**src/rtl/ft_out_merge.sv**
```systemverilog
// ft_out_merge: merges the in-order (io), forward (fw) and reorder (ro)
// metadata streams into one registered output stream through per-source
// FIFOs (io, ro) and a 3-way round-robin arbiter.
// metadata_t layout: pkt_flags occupies bits [3:0]; PKT_DROP = 4'd2.
// Optional feature macro: FT_MERGE_DROP_FILTER_EN. When it is defined,
// granted PKT_DROP beats are consumed and counted instead of being output.
module ft_out_merge #(
  parameter int FIFO_DEPTH = 16,
  parameter int AF_LEVEL   = 12,
  parameter int META_WIDTH = 64
) (
  input  logic                  clk,
  input  logic                  rst_n,
  input  logic [META_WIDTH-1:0] io_meta_data,
  input  logic                  io_meta_valid,
  output logic                  io_almost_full,
  input  logic [META_WIDTH-1:0] fw_meta_data,
  input  logic                  fw_meta_valid,
  output logic                  fw_meta_ready,
  input  logic [META_WIDTH-1:0] ro_meta_data,
  input  logic                  ro_meta_valid,
  output logic                  ro_meta_ready,
  output logic                  ro_almost_full,
  output logic [META_WIDTH-1:0] out_meta_data,
  output logic                  out_meta_valid,
  input  logic                  out_meta_ready,
  output logic                  ovf_err,
  output logic [31:0]           out_cnt,
  output logic [31:0]           drop_cnt
);
  localparam int AW = $clog2(FIFO_DEPTH);
  localparam int CW = AW + 1;
  localparam logic [CW-1:0] FULL_C = CW'(FIFO_DEPTH);
  localparam logic [CW-1:0] AF_C   = CW'(AF_LEVEL);
`ifdef FT_MERGE_DROP_FILTER_EN
  localparam int FLAG_W = 4;
  localparam logic [FLAG_W-1:0] PKT_DROP = 4'd2;
`endif

  logic [META_WIDTH-1:0] io_mem_q [FIFO_DEPTH];
  logic [META_WIDTH-1:0] ro_mem_q [FIFO_DEPTH];
  logic [AW-1:0]         io_wptr_q, io_wptr_d, io_rptr_q, io_rptr_d;
  logic [AW-1:0]         ro_wptr_q, ro_wptr_d, ro_rptr_q, ro_rptr_d;
  logic [CW-1:0]         io_cnt_q, io_cnt_d, ro_cnt_q, ro_cnt_d;
  logic                  io_af_q, io_af_d, ro_af_q, ro_af_d, ovf_q, ovf_d;
  logic                  io_full, io_wr, io_pop, ro_full, ro_wr, ro_pop;
  logic [2:0]            req;
  logic                  load, gnt_vld, drop_hit;
  logic [1:0]            gnt_idx, cand, last_q, last_d;
  logic [META_WIDTH-1:0] gnt_data, odata_q, odata_d;
  logic                  ovld_q, ovld_d;
  logic [31:0]           out_cnt_q, out_cnt_d, drop_cnt_q, drop_cnt_d;

  assign ro_full        = (ro_cnt_q == FULL_C);
  assign ro_meta_ready  = !ro_full;
  assign io_almost_full = io_af_q;
  assign ro_almost_full = ro_af_q;
  assign ovf_err        = ovf_q;
  assign out_meta_data  = odata_q;
  assign out_meta_valid = ovld_q;
  assign out_cnt        = out_cnt_q;
  assign drop_cnt       = drop_cnt_q;

  // Round-robin grant starting after last_grant; only when the output can load.
  always_comb begin
    req     = {ro_cnt_q != '0, fw_meta_valid, io_cnt_q != '0};
    load    = !ovld_q || out_meta_ready;
    gnt_vld = 1'b0;
    gnt_idx = 2'd0;
    cand    = 2'd0;
    for (int k = 1; k <= 3; k++) begin
      cand = 2'((int'(last_q) + k) % 3);
      if (load && !gnt_vld && req[cand]) begin
        gnt_vld = 1'b1;
        gnt_idx = cand;
      end
    end
    io_pop        = gnt_vld && (gnt_idx == 2'd0);
    fw_meta_ready = gnt_vld && (gnt_idx == 2'd1);
    ro_pop        = gnt_vld && (gnt_idx == 2'd2);
    case (gnt_idx)
      2'd0:    gnt_data = io_mem_q[io_rptr_q];
      2'd1:    gnt_data = fw_meta_data;
      default: gnt_data = ro_mem_q[ro_rptr_q];
    endcase
  end

  // FIFO pointer/count bookkeeping; fullness is judged on the pre-pop count.
  always_comb begin
    io_full   = (io_cnt_q == FULL_C);
    io_wr     = io_meta_valid && !io_full;
    ovf_d     = ovf_q || (io_meta_valid && io_full);
    io_wptr_d = io_wr  ? io_wptr_q + AW'(1) : io_wptr_q;
    io_rptr_d = io_pop ? io_rptr_q + AW'(1) : io_rptr_q;
    io_cnt_d  = io_cnt_q;
    if (io_wr && !io_pop)      io_cnt_d = io_cnt_q + CW'(1);
    else if (!io_wr && io_pop) io_cnt_d = io_cnt_q - CW'(1);
    io_af_d   = (io_cnt_d >= AF_C);

    ro_wr     = ro_meta_valid && ro_meta_ready;
    ro_wptr_d = ro_wr  ? ro_wptr_q + AW'(1) : ro_wptr_q;
    ro_rptr_d = ro_pop ? ro_rptr_q + AW'(1) : ro_rptr_q;
    ro_cnt_d  = ro_cnt_q;
    if (ro_wr && !ro_pop)      ro_cnt_d = ro_cnt_q + CW'(1);
    else if (!ro_wr && ro_pop) ro_cnt_d = ro_cnt_q - CW'(1);
    ro_af_d   = (ro_cnt_d >= AF_C);
  end

  // Output register load, optional drop filtering, grant history and counters.
  always_comb begin
    drop_hit = 1'b0;
`ifdef FT_MERGE_DROP_FILTER_EN
    drop_hit = gnt_vld && (gnt_data[FLAG_W-1:0] == PKT_DROP);
`endif
    ovld_d  = ovld_q;
    odata_d = odata_q;
    if (load) begin
      ovld_d = gnt_vld && !drop_hit;
      if (gnt_vld && !drop_hit) odata_d = gnt_data;
    end
    last_d     = gnt_vld ? gnt_idx : last_q;
    out_cnt_d  = out_cnt_q + ((ovld_q && out_meta_ready) ? 32'd1 : 32'd0);
    drop_cnt_d = drop_cnt_q + (drop_hit ? 32'd1 : 32'd0);
  end

  // Control and output state; reset discards all buffered entries.
  always_ff @(posedge clk or negedge rst_n) begin
    if (!rst_n) begin
      io_wptr_q  <= '0;
      io_rptr_q  <= '0;
      io_cnt_q   <= '0;
      ro_wptr_q  <= '0;
      ro_rptr_q  <= '0;
      ro_cnt_q   <= '0;
      io_af_q    <= 1'b0;
      ro_af_q    <= 1'b0;
      ovf_q      <= 1'b0;
      ovld_q     <= 1'b0;
      odata_q    <= '0;
      last_q     <= 2'd2;
      out_cnt_q  <= '0;
      drop_cnt_q <= '0;
    end else begin
      io_wptr_q  <= io_wptr_d;
      io_rptr_q  <= io_rptr_d;
      io_cnt_q   <= io_cnt_d;
      ro_wptr_q  <= ro_wptr_d;
      ro_rptr_q  <= ro_rptr_d;
      ro_cnt_q   <= ro_cnt_d;
      io_af_q    <= io_af_d;
      ro_af_q    <= ro_af_d;
      ovf_q      <= ovf_d;
      ovld_q     <= ovld_d;
      odata_q    <= odata_d;
      last_q     <= last_d;
      out_cnt_q  <= out_cnt_d;
      drop_cnt_q <= drop_cnt_d;
    end
  end

  // FIFO storage; entries are only meaningful between the pointers.
  always_ff @(posedge clk) begin
    if (io_wr) io_mem_q[io_wptr_q] <= io_meta_data;
    if (ro_wr) ro_mem_q[ro_wptr_q] <= ro_meta_data;
  end

endmodule

```
**config.mk**
```make
export PLATFORM = sky130hd
export DESIGN_NAME = ft_out_merge
export DESIGN_NICKNAME = d
export VERILOG_FILES = /design/src/rtl/ft_out_merge.sv
export SDC_FILE = /design/constraint.sdc
export NUM_CORES = 2
export LEC_CHECK = 0
export BUFFER_PORTS_ARGS = -buffer_cell sky130_fd_sc_hd__buf_2
export CAP_MARGIN = 20
export CORE_MARGIN = 10
export CORE_UTILIZATION = 56
export CTS_CLUSTER_SIZE = 12
export DETAILED_ROUTE_END_ITERATION = 8
export GPL_TIMING_DRIVEN = 1
export PLACE_DENSITY = 0.73
export SKIP_CTS_REPAIR_TIMING = 1
export SYNTH_ARGS = -nofsm -noshare
export SYNTH_HDL_FRONTEND = slang
export SYNTH_SLANG_ARGS = --single-unit
```
**constraint.sdc**
```tcl
create_clock -name clk -period 7 [get_ports clk]
set_input_delay 0 -clock clk [delete_from_list [all_inputs] [get_ports clk]]
set_output_delay 0 -clock clk [all_outputs]
set_load 0.02 [all_outputs]
```
==> results.yml <==
status:
  outcome: "finished, violations left"
  violations: "negative hold slack"
synth:
  syn_avg_cell_area_um2: 21.58
  yosys_warnings: 0
  ys_top_cells_by_area: "edfxtp_1 (73%), mux4_2 (14%), dfrtp_1 (3.8%), mux2i_1 (1.4%), a21oi_1 (0.63%)"
  netlist_instances: 3901
  yosysSeqAreaShare: 0.7687
  synth.distinct_cells: 58
  ys_ff_latch: 2176
  synth_top_cell_area_share: 0.7307
  synth_area_leader_cell: "edfxtp_1"
  syn-cell-area_mm2: 0.08417
  async_flop_share: 0.05882
  synth_flop_cell: "edfxtp_1"
  synth_edf_count: 2048
clock_network:
  cts_buffer_depth: 3
  clkLatencyLatePin_ps: 840
  path_clk_slew_ps: 60
  cts.sinks: 2176
  cts_tree: "built"
  h-tree-depth: 4
  cts_buffers: 209
  cts_root_buffer: "clkbuf_16"
final_layout:
  drive_gt1_frac: 0.2658
  fillers: 9688
  fin_nets: 4720
  final_common_cell: "edfxtp_1"
  syn_to_final_growth_pct: 14.71
  postLayoutCellArea_mm2: 0.09655
  final_cell_mix: "edfxtp_1 (2048), mux4_2 (529), buf_2 (298)"
timing:
  finalSetupTns_ps: 0
  finalHoldViolations: 1
  clock-skew-final_ps: 21.78
  layout_min_cycle_time_ps: 4212
  timing.hold.ws_ps: -22.23
  max_clock_freq_mhz: 237.4
  drv_slew: 0
  slew_headroom: 0.2325
  fin_crit_sh: 0.6017
  tightestPinTransition_ps: 1151
  rsz0062_at_grt: "no"
  setup_violations: 0
global_route:
  grt_antenna_before_repair: 43
  globalRouteOverflowTotal: 0
  first_global_vias: 41640
  grt_use_total: 0.2387
  grt_pass1_wl_um: 291800
  grt_max_degree: 117
critical_path:
  startpoint_type: "register"
  crit_chain: "inv_1, ha_1, or4b_1, a22o_1, or3_1, o22ai_4, buf_4, buf_2"
  worstRegToRegCells: 10
  end_kind: "output pin"
  crit_fanout: 66
  cp.required_ps: 7000
  slowest_delay_ps: 770
  crit_slowest_cell: "buf_4"
  critPathArrivalTime_ps: 4210
  timing_worst_setup_path_type: "reg -> out"
floorplan:
  die_w_um: 407.7
  die_height_um: 407.7
  start_util: 0.5626
  rows: 142
  core_area_mm2: 0.1496
  io_pins: 332
  dieArea_mm2: 0.1662
detailed_routing:
  route.detailed.drc: 0
  drtIter0Drc: 5461
  drtAntennaViolNets: 0
  routed_wl_um: 202600
  routed-via-count: 42260
  drtPass1Iterations: 6
  viasPerCell: 6.317
  wl_per_cell_um: 30.29
min_path:
  hold_depth: 4
  min_path_type: "in -> reg"
pwr:
  total_power_mw: 39.15
  p_leak_nw: 31.55
  ir_drop_uv: 348.1
  power.density_mw_per_mm2: 405.4
flow_run:
  maxCapViolations: 0
placement:
  routabilityCongestion: 0.7892
  dpl-instance-area_mm2: 0.08808
  port_buffers: 299
  dp_hpwl_um: 108600
[registers in the layout, summed over array words and instances (netlist names)]
signal	flops
io_mem_q	1024
ro_mem_q	1024
out_meta_data	64
out_cnt	32
io_cnt_q	5
ro_cnt_q	5
io_rptr_q	4
io_wptr_q	4
ro_rptr_q	4
ro_wptr_q	4
last_q	2
io_almost_full	1
out_meta_valid	1
ovf_err	1
ro_almost_full	1
[stage by stage]
stage,instances,setup WS (ps),utilization
2_1_floorplan,3932,549.4,-
3_3_place_gp,6079,2622,0.5888
3_5_place_dp,6079,2550,0.5888
4_1_cts,6440,2508,0.6296
5_1_grt,6680,2684,0.6453
6_report,6689,2788,0.6454
[report_power, final]
| part | leakage [nW] | internal (mW) | switching (mW) |
|---|---|---|---|
| registers | 20.0 | 15.8 | 1.02 |
| logic | 8.58 | 5.14 | 6.88 |
| clock network | 2.94 | 5.66 | 4.63 |
[per-layer routing]
layer,part of all wire,global-route usage
met1,0.39,0.3223
met2,0.49,0.3756
met3,0.11,0.07909
met4,0.023,0.06628
met5,0.00083,0
[final cells by class]
cell class	count	area (µm²)	area share
Inverter	16	60.06	0.0006220
Clock inverter	41	385.4	0.003991
Clock buffer	320	5727	0.05931
Sequential cell	2176	64730	0.6705
Tap cell	2016	2522	0.02613
Antenna cell	23	57.56	0.0005961
Multi-Input combinational cell	1502	18620	0.1929
Timing Repair Buffer	595	4446	0.04604
[Yosys cell counts, types with 38 or more instances]
master and count:
mux4_2 529, nor2_1 62, o21ai_0 83, buf_4 42, mux2_2 38, clkbuf_1 109
edfxtp_1 2048, dfrtp_1 127, a21oi_1 106, buf_2 50, nand3_1 52, mux2i_1 114
a22oi_1 38, nand2b_1 43, nand2_1 104
[critical path, delay by kind of cell, from the launching register on]
family | cells | cell delay [ps]
DFF | 1 | 440
buffers and inverters | 3 | 1220
and+or+nand+nor | 2 | 1020
adders and majority gates | 1 | 260
AOI/OAI and AO/OA | 2 | 410
[final timing paths]
check                                 startpoint                end  slack [ps]
max in group asynchronous                  rst_n       io_rptr_q[3]        5690
worst max register to register       io_cnt_q[1]   out_meta_data[8]        3060
worst min register to register       out_cnt[31]        out_cnt[31]         480
worst min-delay path            fw_meta_data[17]  out_meta_data[17]         -20
min in group asynchronous                  rst_n        out_cnt[10]         310
worst max-delay path                 io_cnt_q[1]      fw_meta_ready        2790
[kinds of logic after synthesis]
group / after synthesis / share of synthesized area
AO/OA/AOI/OAI: 352 / 0.02682
XOR/XNOR: 52 / 0.005411
adder cells (fa/ha/maj): 24 / 0.003508
buffers and inverters: 254 / 0.01394
flip-flops: 2176 / 0.7687
multiplexers: 681 / 0.1602
other: 1 / 0.00004455
AND/OR/NAND/NOR: 361 / 0.02136
No activity file was read; power rests on OpenSTA's default activity.
